[src/rtl/pipe_run_monitor_if.sv]
// pipe_run_monitor_if: register-dump valid/ready stream from the run monitor to its consumer
interface pipe_run_monitor_if #(parameter int XLEN = 32);
  logic            dump_valid;
  logic            dump_ready;
  logic [4:0]      dump_idx;
  logic [XLEN-1:0] dump_data;
  modport master (output dump_valid, dump_idx, dump_data, input dump_ready);
  modport slave (input dump_valid, dump_idx, dump_data, output dump_ready);
endinterface

[src/rtl/pipe_run_monitor.sv]
// pipe_run_monitor: run control, writeback trace and register dump; define TRACE_PC_EN to store writeback PCs in the trace
module pipe_run_monitor #(
  parameter int             XLEN        = 32,
  parameter logic [XLEN-1:0] HALT_PC    = 32'h0000_0100,
  parameter int             MAX_CYCLES  = 1000,
  parameter int             TRACE_DEPTH = 16,
  parameter int             NREGS       = 32,
  localparam int            TW          = $clog2(TRACE_DEPTH)
) (
  input  logic            clk,
  input  logic            rstn,
  input  logic [XLEN-1:0] pc_in,
  input  logic            wb_valid,
  input  logic [4:0]      wb_rd,
  input  logic [XLEN-1:0] wb_data,
  input  logic [XLEN-1:0] wb_pc,
  output logic [4:0]      reg_sel,
  input  logic [XLEN-1:0] reg_data,
  pipe_run_monitor_if.master dump,
  output logic [1:0]      run_state,
  output logic            halted,
  output logic            timeout,
  output logic [31:0]     cycle_cnt,
  input  logic [TW-1:0]   trace_rd_idx,
  output logic            trace_rd_hit,
  output logic [4:0]      trace_rd_rd,
  output logic [XLEN-1:0] trace_rd_data,
  output logic [XLEN-1:0] trace_rd_pc,
  output logic [TW:0]     trace_count
);
  typedef enum logic [1:0] {RUN = 2'd0, DUMP = 2'd1, DONE = 2'd2} state_t;
  localparam logic [TW:0] FULL = (TW+1)'(TRACE_DEPTH);
  state_t state, state_n;
  logic [4:0] idx;
  logic [TW-1:0] wr_ptr, rd_addr;
  logic halt_hit, to_hit, wr_en, beat, last, rd_hit;
  logic [4:0] tr_rd [TRACE_DEPTH];
  logic [XLEN-1:0] tr_data [TRACE_DEPTH];
  // halt has priority over an expiring budget in the same cycle
  assign halt_hit = state == RUN && pc_in == HALT_PC;
  assign to_hit = state == RUN && !halt_hit && cycle_cnt == 32'(MAX_CYCLES - 1);
  assign beat = dump.dump_valid && dump.dump_ready;
  assign last = idx == 5'(NREGS - 1);
  assign wr_en = state == RUN && wb_valid && wb_rd != 5'd0;
  assign rd_addr = wr_ptr - TW'(1) - trace_rd_idx;
  assign rd_hit = {1'b0, trace_rd_idx} < trace_count;
  always_comb begin
    state_n = state;
    state_n = (halt_hit || to_hit) ? DUMP : (beat && last) ? DONE : state;
  end
  assign run_state = state;
  assign reg_sel = idx;
  assign dump.dump_valid = state == DUMP;
  assign dump.dump_idx = idx;
  assign dump.dump_data = idx == 5'd0 ? '0 : reg_data;
  always_ff @(posedge clk) begin
    if (!rstn) begin
      state <= RUN;
      cycle_cnt <= '0;
      halted <= 1'b0;
      timeout <= 1'b0;
      idx <= '0;
      wr_ptr <= '0;
      trace_count <= '0;
      trace_rd_hit <= 1'b0;
      trace_rd_rd <= '0;
      trace_rd_data <= '0;
    end else begin
      state <= state_n;
      if (state == RUN) cycle_cnt <= cycle_cnt + 32'd1;
      if (halt_hit) halted <= 1'b1;
      if (to_hit) timeout <= 1'b1;
      if (beat && !last) idx <= idx + 5'd1;
      if (wr_en) wr_ptr <= wr_ptr + TW'(1);
      if (wr_en && trace_count != FULL) trace_count <= trace_count + 1'b1;
      trace_rd_hit <= rd_hit;
      trace_rd_rd <= rd_hit ? tr_rd[rd_addr] : '0;
      trace_rd_data <= rd_hit ? tr_data[rd_addr] : '0;
    end
  end
  // trace storage is not cleared; trace_count masks stale entries
  always_ff @(posedge clk) begin
    if (wr_en) begin
      tr_rd[wr_ptr] <= wb_rd;
      tr_data[wr_ptr] <= wb_data;
    end
  end
`ifdef TRACE_PC_EN
  logic [XLEN-1:0] tr_pc [TRACE_DEPTH];
  always_ff @(posedge clk) begin
    if (wr_en) tr_pc[wr_ptr] <= wb_pc;
  end
  always_ff @(posedge clk) begin
    if (!rstn) trace_rd_pc <= '0;
    else trace_rd_pc <= rd_hit ? tr_pc[rd_addr] : '0;
  end
`else
  logic pc_unused;
  assign pc_unused = ^wb_pc;
  assign trace_rd_pc = '0;
`endif
endmodule

[src/flat_wrapper.sv]
// flat-port wrapper written by rule: the top's interface ports become plain ports
module pipe_run_monitor_flat 
#(
  parameter int             XLEN        = 32,
  parameter logic [XLEN-1:0] HALT_PC    = 32'h0000_0100,
  parameter int             MAX_CYCLES  = 1000,
  parameter int             TRACE_DEPTH = 16,
  parameter int             NREGS       = 32,
  localparam int            TW          = $clog2(TRACE_DEPTH)
)
  (clk, rstn, pc_in, wb_valid, wb_rd, wb_data, wb_pc, reg_sel, reg_data, run_state, halted, timeout, cycle_cnt, trace_rd_idx, trace_rd_hit, trace_rd_rd, trace_rd_data, trace_rd_pc, trace_count, dump_dump_valid, dump_dump_idx, dump_dump_data, dump_dump_ready);
  pipe_run_monitor_if #(.XLEN(XLEN)) dump_i ();
  input  logic clk;
  input  logic rstn;
  input  logic [XLEN-1:0] pc_in;
  input  logic wb_valid;
  input  logic [4:0] wb_rd;
  input  logic [XLEN-1:0] wb_data;
  input  logic [XLEN-1:0] wb_pc;
  output logic [4:0] reg_sel;
  input  logic [XLEN-1:0] reg_data;
  output logic [1:0] run_state;
  output logic halted;
  output logic timeout;
  output logic [31:0] cycle_cnt;
  input  logic [TW-1:0] trace_rd_idx;
  output logic trace_rd_hit;
  output logic [4:0] trace_rd_rd;
  output logic [XLEN-1:0] trace_rd_data;
  output logic [XLEN-1:0] trace_rd_pc;
  output logic [TW:0] trace_count;
  output wire logic [$bits(dump_i.dump_valid)-1:0] dump_dump_valid;
  output wire logic [$bits(dump_i.dump_idx)-1:0] dump_dump_idx;
  output wire logic [$bits(dump_i.dump_data)-1:0] dump_dump_data;
  input wire logic [$bits(dump_i.dump_ready)-1:0] dump_dump_ready;
  assign dump_dump_valid = dump_i.dump_valid;
  assign dump_dump_idx = dump_i.dump_idx;
  assign dump_dump_data = dump_i.dump_data;
  assign dump_i.dump_ready = dump_dump_ready;
  pipe_run_monitor #(.XLEN(XLEN), .HALT_PC(HALT_PC), .MAX_CYCLES(MAX_CYCLES), .TRACE_DEPTH(TRACE_DEPTH), .NREGS(NREGS)) u_core (.clk(clk), .rstn(rstn), .pc_in(pc_in), .wb_valid(wb_valid), .wb_rd(wb_rd), .wb_data(wb_data), .wb_pc(wb_pc), .reg_sel(reg_sel), .reg_data(reg_data), .dump(dump_i), .run_state(run_state), .halted(halted), .timeout(timeout), .cycle_cnt(cycle_cnt), .trace_rd_idx(trace_rd_idx), .trace_rd_hit(trace_rd_hit), .trace_rd_rd(trace_rd_rd), .trace_rd_data(trace_rd_data), .trace_rd_pc(trace_rd_pc), .trace_count(trace_count));
endmodule
[config.mk]
export PLATFORM = sky130hd
export DESIGN_NAME = pipe_run_monitor_flat
export DESIGN_NICKNAME = d
export VERILOG_FILES = /design/src/rtl/pipe_run_monitor_if.sv /design/src/rtl/pipe_run_monitor.sv /design/src/flat_wrapper.sv
export SDC_FILE = /design/constraint.sdc
export NUM_CORES = 1
export LEC_CHECK = 0
export ABC_CLOCK_PERIOD_IN_PS = 5350
export BUFFER_PORTS_ARGS = -buffer_cell sky130_fd_sc_hd__buf_4
export CAP_MARGIN = 10
export CORE_AREA = 2 2 329 331
export DETAILED_ROUTE_END_ITERATION = 7
export DIE_AREA = 0 0 331 333
export PLACE_DENSITY = 0.4
export SYNTH_ARGS = -nofsm -noshare
export SYNTH_HDL_FRONTEND = slang
export SYNTH_SLANG_ARGS = --single-unit
[constraint.sdc]
create_clock -name clk -period 5.35 [get_ports clk]
set_input_delay 0.2675 -clock clk [delete_from_list [all_inputs] [get_ports clk]]
set_output_delay 0.2675 -clock clk [all_outputs]
set_load 0.005 [all_outputs]
-- Word level (Yosys, flattened, before mapping)
Memories as Yosys holds them, arrays and structs flattened. A register that Yosys moved wholly into a read port is not among the register bits.
Index checks and enable logic that the tools add are counted.
- bitwise operators: 1
- reduce and logical (&&, ||, !) cells: 20
- muxes and demuxes: 5
- equality and inequality tests: 5
- $add $sub $neg: 6
- magnitude comparators: 1
- operators by type and width (operator ; number):
    adder 32 x 1 -> 32 bit, second input constant ; 1
    equality test 32 x 10 -> 1 bit, second input constant ; 1
    equality test 32 x 9 -> 1 bit, second input constant ; 1
    2-to-1 mux 32 bit ; 1
    adder 5 x 1 -> 5 bit, second input constant ; 2
    logical AND 1 bit ; 9
    equality test 5 bit, second input constant ; 1
    logical NOT 5 bit ; 1
    < comparator 4 x 5 -> 1 bit ; 1
    inequality test 5 bit, second input constant ; 1
    nonzero test 5 bit ; 1
    adder 4 x 1 -> 4 bit, second input constant ; 1
    logical NOT 1 bit ; 4
    2-to-1 mux 1 bit ; 4
    subtractor 4 x 1 -> 4 bit, second input constant ; 1
    subtractor 4 bit ; 1
    equality test 2 x 1 -> 1 bit, second input constant ; 1
    logical NOT 2 bit ; 1
    AND reduction 2 bit ; 1
    nonzero test 2 bit ; 1
    OR reduction 2 bit ; 1
    logical OR 1 bit ; 1
    inverter 1 bit ; 1
- bits in writable memories: 592
- register bits after elaboration: 51
- memories kept: 2
- logic and storage cells: 49
- bits of input ports: 141
- output and inout bits: 154
- memories (name ; words ; width ; read ports ; clocked after memory_dff ; wr ports ; RTL line ; source):
    u_core.tr_data ; 16 ; 32 ; 1 ; 1 ; 1 ; pipe_run_monitor.sv:38 ; logic [XLEN-1:0] tr_data [TRACE_DEPTH];
    u_core.tr_rd ; 16 ; 5 ; 1 ; 1 ; 1 ; pipe_run_monitor.sv:37 ; logic [4:0] tr_rd [TRACE_DEPTH];

-- Logic depth before layout (Yosys ltp)
Gate-level depths: netlist of run 1.
- depth after elaboration: 7
- gate-level depth with buffers: 10
- depth with buffers taken out: 9

-- Worst setup path before layout of run 1
Ideal clock, no wire load.
- path type: register to register
- start: register u_core.state[0] (netlist: u_core.run_state[0])
- end: memory u_core.tr_data[0][0], enable pin
- required time: 4.873 ns
- path buffers: 1
- period minus slack after synthesis: 4.415 ns
- library setup time: 0.477 ns
- path slack: 0.935 ns
- stages on the path, launching flop included: 6
- arrival time: 3.938 ns
- cells stage by stage: dfxtp_1 > nor2_1 > o311a_1 > clkbuf_1 > nand2_1 > nor3_1
- longest elaborated chain between the ends: 5
- ends and longest elaborated chain (element ; RTL line ; source):
    from (decl) ; pipe_run_monitor.sv:33 ; state_t state, state_n;
    from (signal assigned) ; pipe_run_monitor.sv:69 ; state <= state_n;
    logical NOT 2 bit ; pipe_run_monitor.sv:44 ; assign wr_en = state == RUN && wb_valid && wb_rd != 5'd0;
    logical AND 1 bit (2 in series) ; pipe_run_monitor.sv:44 ;
    2-to-1 mux 1 bit ; pipe_run_monitor.sv:83 ; if (wr_en) begin
    2-to-1 mux 1 bit (implied by the code) ; pipe_run_monitor.sv:85 ; tr_data[wr_ptr] <= wb_data;
    to (decl) ; pipe_run_monitor.sv:38 ;
No other way between the ends.

-- Final worst setup path of run 1
- start: register u_core.wr_ptr[0]
- end: register u_core.trace_rd_data[0] (read register of u_core.tr_data)
- longest elaborated chain between the ends: 2
- ends and longest elaborated chain (element ; RTL line ; source):
    from (decl) ; pipe_run_monitor.sv:35 ; logic [TW-1:0] wr_ptr, rd_addr;
    from (signal assigned) ; pipe_run_monitor.sv:74 ; if (wr_en) wr_ptr <= wr_ptr + TW'(1);
    subtractor 4 x 1 -> 4 bit ; pipe_run_monitor.sv:45 ; assign rd_addr = wr_ptr - TW'(1) - trace_rd_idx;
    subtractor 4 bit ; pipe_run_monitor.sv:45 ;
    to (decl) ; pipe_run_monitor.sv:27 ; output logic [XLEN-1:0] trace_rd_data,
No other way between the ends.
A chain may end at the register's enable or synchronous reset.

==> flow_summary.toml, run 1 <==
[status]
run_status = "complete, no violations"

[clock_tree]
holdBufCountCts = 39
cts.htree.levels = 3
post_cts_resized = 0
path_clk_slew_ns = 0.05
cts_root_buffer = "clkbuf_16"
cts_sinks = 680
cts_made_buffers = 79
clk_latency_ns = 0.62
cts_tree = "built"
cts_buffer_depth = 3
postCtsSetupBuffers = 0

[hold_path]
hold_start = "pc_in[30]"
timing.hold.worst.class = "in2reg"

[global_route]
use_met2 = 0.212
overflow = 0
busiest_layer = "met2"
grt_antenna_before_repair = 2
grt_pass1_vias = 14895
grtUsageTotal = 0.126
grt_util_met1 = 0.165
grtUsageMet3 = 0.0245
grt_pass1_wl_mm = 101
grt_max_degree = 47

[synth]
postSynthAreaPerCell_um2 = 19.8
ys.warnings.count = 0
synthesis.area_um2 = 26500
synthFlopType = "edfxtp_1"
ys_ff_latch = 680
synth.cells.most_frequent = "edfxtp_1 (592), mux4_2 (148), dfxtp_1 (88)"
synth_cells = 1342
synth-seq-area-share = 0.737
synthTopCellsByArea = "edfxtp_1 (67%), mux4_2 (13%), dfxtp_1 (6.6%), mux2_2 (3.1%), a22o_1 (1.2%)"
post-synth-top-count-cell = "edfxtp_1"
synth_cell_type_count = 50
synth.largest_area_cell = "edfxtp_1"
ys_async_sr_fraction = 0
synth_edf_count = 592
synth_top_area_frac = 0.671

[pwr]
irDropWorstVdd_uv = 232
finalPower_uw = 12300
combPwrFrac = 0.100
clockPowerShare = 0.423
p_leak_uw = 0.0110
powerDensity_nw_per_um2 = 374
share_seq_of_total_power = 0.478
swShare = 0.221
intPower_uw = 9600
switching_power_uw = 2720

[detailed_routing]
drtPass1Iterations = 5
wl_per_cell_um = 22.0
via_count = 13622
drt_iter0_markers = 782
drc = 0
ant_nets = 0
viasPerCell = 4.36
routed_wl_mm = 68.9

[place]
place_ws_ns = 1.58
hpwl_mm = 37.9
io_buffers = 230
gp_congestion = 0.725

[sta]
worst_slew_pin_slew_ns = 1.14
holdWs_ns = 0.167
drv_slew = 0
rsz0062_at_grt = "false"
max-slew-margin-rel = 0.239
fin_worst_skew_ns = 0.0193
totalNegativeSetupSlack_ns = 0
period_minus_slack_ns = 3.69
clock.fmax_ghz = 0.271
timing.final.crit_share = 0.689
hold_viol_final = 0
finalSetupViolations = 0
fin_ws_ns = 1.66

[critical_path]
crit_chain = "ha_4, inv_1, fa_4, xnor2_1, nand2_1, a21oi_4, buf_4, a22o_1"
critPathKind = "reg2reg"
cp-end-kind = "flop"
crit_fanout = 18
crit_required_ns = 5.90
path_delay_family = "compound AO/OA/AOI/OAI gates"
cp_num_buf_inv = 2
cp-start-kind = "flop"
cp_slowest_stage_delay_ns = 0.89
startpoint = "u_core.wr_ptr[0]"
reg2reg_from = "u_core.wr_ptr[0]"
arrival_ns = 4.24
critPathSlowestCell = "a21oi_4"

[final_layout]
layout.nets = 1817
drive_gt1_frac = 0.360
antenna-diode-count = 0
area_growth_pct = 24.4
post-route-util = 0.309

[floorplan]
die_w_um = 331
die_area_um2 = 110000
rows = 120
io_pins = 295
dieHeight_um = 333
initial_core_util = 0.249
coreArea_um2 = 107000

[run]
maxCapViolCount = 0
worst paths after layout:
path                                                 to  cells past startpoint  slack (ns)
worst max-delay path            u_core.trace_rd_data[0]                      8        1.66
worst min-delay path                      u_core.halted                      6        0.17
worst max register to register  u_core.trace_rd_data[0]                      8        1.66
worst min register to register            u_core.halted                      2        0.51
area by class of cell:
class | count | area, µm²
Multi-Input combinational cell | 575 | 6600
Clock buffer | 122 | 2230
Timing Repair Buffer | 306 | 2520
Fill cell | 10341 | 73600
Tap cell | 1403 | 1760
Inverter | 17 | 63.8
Clock inverter | 23 | 262
Sequential cell | 680 | 19500
metrics by stage:
step | area, µm² | instances
after floorplan | 26600 | 1373
after global placement | 30100 | 2942
after detailed placement | 30100 | 2942
after CTS | 33000 | 3126
after global routing | 33000 | 3126
final | 33000 | 3126
cell families after synthesis:
kind of cell | count (synthesis) | share of synthesized area
AO/OA/AOI/OAI | 62 | 0.0185
XOR/XNOR | 38 | 0.0126
adder cells (fa/ha/maj) | 17 | 0.00831
buffers and inverters | 118 | 0.0244
flip-flops | 680 | 0.737
multiplexers | 223 | 0.158
other | 1 | 0.000141
AND/OR/NAND/NOR | 203 | 0.0415
power groups by stage:
stage	registers [µW]	clock network [µW]	logic (µW)
2_1_floorplan	5990	0	796
3_3_place_gp	6000	0	1230
3_5_place_dp	6000	0	1240
4_1_cts	5890	5400	1270
5_1_grt	5890	5580	1340
6_report	5890	5210	1230
registers in the layout (all words and copies together) (netlist names):
name	count
u_core.tr_data	512
u_core.tr_rd	80
u_core.cycle_cnt	32
u_core.trace_rd_data	32
u_core.dump.dump_idx	5
u_core.trace_count	5
u_core.trace_rd_rd	5
u_core.wr_ptr	4
u_core.run_state	2
u_core.halted	1
u_core.timeout	1
u_core.trace_rd_hit	1
worst min-delay path, stage by stage:
cell and delay, ns:
buf_4 0.08, nor4_1 0.03, nand4_1 0.06, nor2_1 0.09
a21oi_1 0.16, nor2_1 0.05
cell usage in the layout (no fill, tap or decap), drive strengths merged, types with 5 or more instances in the layout:
master	count
xnor2	15
bufinv	5
and4	5
nor3	9
nand2	24
mux4	148
conb	32
a21oi	9
ha	16
and3	7
xor2	23
dlygate4sd3	39
nand3	8
a22o	37
mux2	73
nor2b	33
edfxtp	592
and2	5
inv	21
clkinv	14
clkbuf	122
nor2	58
nor4	13
nand4	25
buf	267
dfxtp	88
per-layer routing:
metal / vias to the layer above / part of all wire
li1: 5992 / -
met2: 402 / 0.49
met1: 7122 / 0.44
met3: 104 / 0.046
met4: 2 / 0.023
met5: - / 0.00019
No activity file was read; power rests on OpenSTA's default activity.
==> inputs of run 2 (changes only) <==
- ABC_CLOCK_PERIOD_IN_PS: 5350 -> 3600
- clock period: 5.35 -> 3.6 ns (I/O delays scaled with it)
==> flow_summary.toml, run 2 (same netlist as run 1, synthesis figures left out) <==
[detailed_routing]
drt_iter0_markers = 690
drc = 0
wl_per_cell_um = 22.1
viasPerCell = 4.35
routed_wl_mm = 69.7
drtPass1Iterations = 5
via_count = 13719
ant_nets = 0

[pwr]
p_leak_uw = 0.0113
powerDensity_nw_per_um2 = 559
irDropWorstVdd_uv = 314
finalPower_uw = 18800

[sta]
max-slew-margin-rel = 0.446
rsz0062_at_grt = "false"
worst_slew_pin_slew_ns = 0.829
hold_viol_final = 0
period_minus_slack_ns = 3.07
fin_worst_skew_ns = 0.0265
totalNegativeSetupSlack_ns = 0
finalSetupViolations = 0
timing.final.crit_share = 0.852
drv_slew = 0
clock.fmax_ghz = 0.326
fin_ws_ns = 0.534

[run]
maxCapViolCount = 0

[critical_path]
crit_required_ns = 4.11
cp_slowest_stage_delay_ns = 0.88
path_delay_family = "adder cells"
endpoint = "u_core.trace_rd_data[23]"
critPathKind = "reg2reg"
reg2reg_from = "u_core.wr_ptr[0]"
cp-start-kind = "flop"
cp_num_buf_inv = 2
rr_worst_depth = 7
arrival_ns = 3.58
crit_fanout = 61
cp.depth = 7
r2r_end = "u_core.trace_rd_data[23]"
r2r_slack_ns = 0.53
startpoint = "u_core.wr_ptr[0]"
critPathSlowestCell = "fa_4"
cp-end-kind = "flop"
crit_chain = "ha_4, inv_1, fa_4, buf_12, mux4_2, mux2_2, a22o_1"

[final_layout]
largest_reg_flops = 512
layout.nets = 1843
multi_input_area_um2 = 6620
reg_top3 = "u_core.tr_data x512, u_core.tr_rd x80"
seqCellArea_um2 = 19500
largest-register = "u_core.tr_data"
stdcell_count = 3157
filler_cell_count = 10353
layout_commonest_cell = "edfxtp_1"
drive_gt1_frac = 0.377
stdcell_area_um2 = 33600
layout_common_cells = "edfxtp_1 (592), buf_4 (266), mux4_2 (148)"
area_growth_pct = 26.7

[global_route]
grtUsageMet3 = 0.0276
use_met2 = 0.217
grt_max_degree = 62
grt_antenna_before_repair = 3
overflow = 0
grt_pass1_wl_mm = 101
grt_util_met1 = 0.162
grt_pass1_vias = 14811
busiest_layer = "met2"
grtUsageTotal = 0.127

[clock_tree]
path_clk_slew_ns = 0.06
cts_tree = "built"
cts_sinks = 680
cts_root_buffer = "clkbuf_16"
cts_made_buffers = 80
cts.htree.levels = 3
cts_buffer_depth = 3
clk_latency_ns = 0.64

[floorplan]
coreArea_um2 = 107000
dieHeight_um = 333
io_pins = 295
die_area_um2 = 110000
initial_core_util = 0.249
die_w_um = 331
rows = 120

[place]
place_ws_ns = 0.533
io_buffers = 230
hpwl_mm = 40.8
postPlaceCellArea_um2 = 30500
post-place-cells = 2967
gp_congestion = 0.813

[hold_path]
timing.hold.worst.class = "in2reg"
hold_depth = 6

[status]
run_status = "complete, no violations"
==> run 2: power breakdown <==
| part | internal, µW | leakage, µW | switching [µW] |
|---|---|---|---|
| sequential | 8700 | 0.00606 | 54.4 |
| clock | 4940 | 0.00131 | 3250 |
| combinational | 976 | 0.00390 | 878 |
==> run 2: how the worst min path moves through the flow <==
stage,from,slack (ns),endpoint
floorplan,wb_data[0],0.28,u_core.tr_data[0][0]
detailed placement,dump_dump_ready,0.46,u_core.run_state[1]
finish,pc_in[24],0.06,u_core.halted
global placement,u_core.timeout,0.45,u_core.timeout
global route,pc_in[14],0.08,u_core.halted
CTS,pc_in[24],0.007,u_core.halted
==> run 2: final cells by class <==
| type | count | area share |
|---|---|---|
| Clock buffer | 115 | 0.0690 |
| Inverter | 17 | 0.00190 |
| Multi-Input combinational cell | 575 | 0.197 |
| Clock inverter | 35 | 0.0115 |
| Antenna cell | 1 | 0.0000745 |
| Sequential cell | 680 | 0.582 |
| Tap cell | 1403 | 0.0522 |
| Timing Repair Buffer | 331 | 0.0865 |
==> run 2: stage by stage <==
step | hold WS (ns) | util
2_1_floorplan | 0.279 | -
3_3_place_gp | 0.454 | 0.286
3_5_place_dp | 0.459 | 0.286
4_1_cts | 0.00701 | 0.315
5_1_grt | 0.0807 | 0.315
6_report | 0.0555 | 0.315
==> run 2: metal layers <==
metal  wire (µm)  vias up
li1            -     6050
met1       30200     7196
met2       35000      361
met3        3050      108
met4        1490        4
met5          24        -
==> run 2: repair_timing <==
action | 4_1_cts | 5_1_grt
resized for setup | 0 | 0
endpoints found under the hold margin | 602 | 0
hold buffers | 39 | 0
buffers inserted | 0 | 0
==> run 2: tightest hold or removal path, cell delays in order <==
cell and delay, ns:
buf_4 0.08, nor4_1 0.04, nand4_1 0.06, nor2_1 0.09, a21oi_1 0.15, nor2_1 0.04
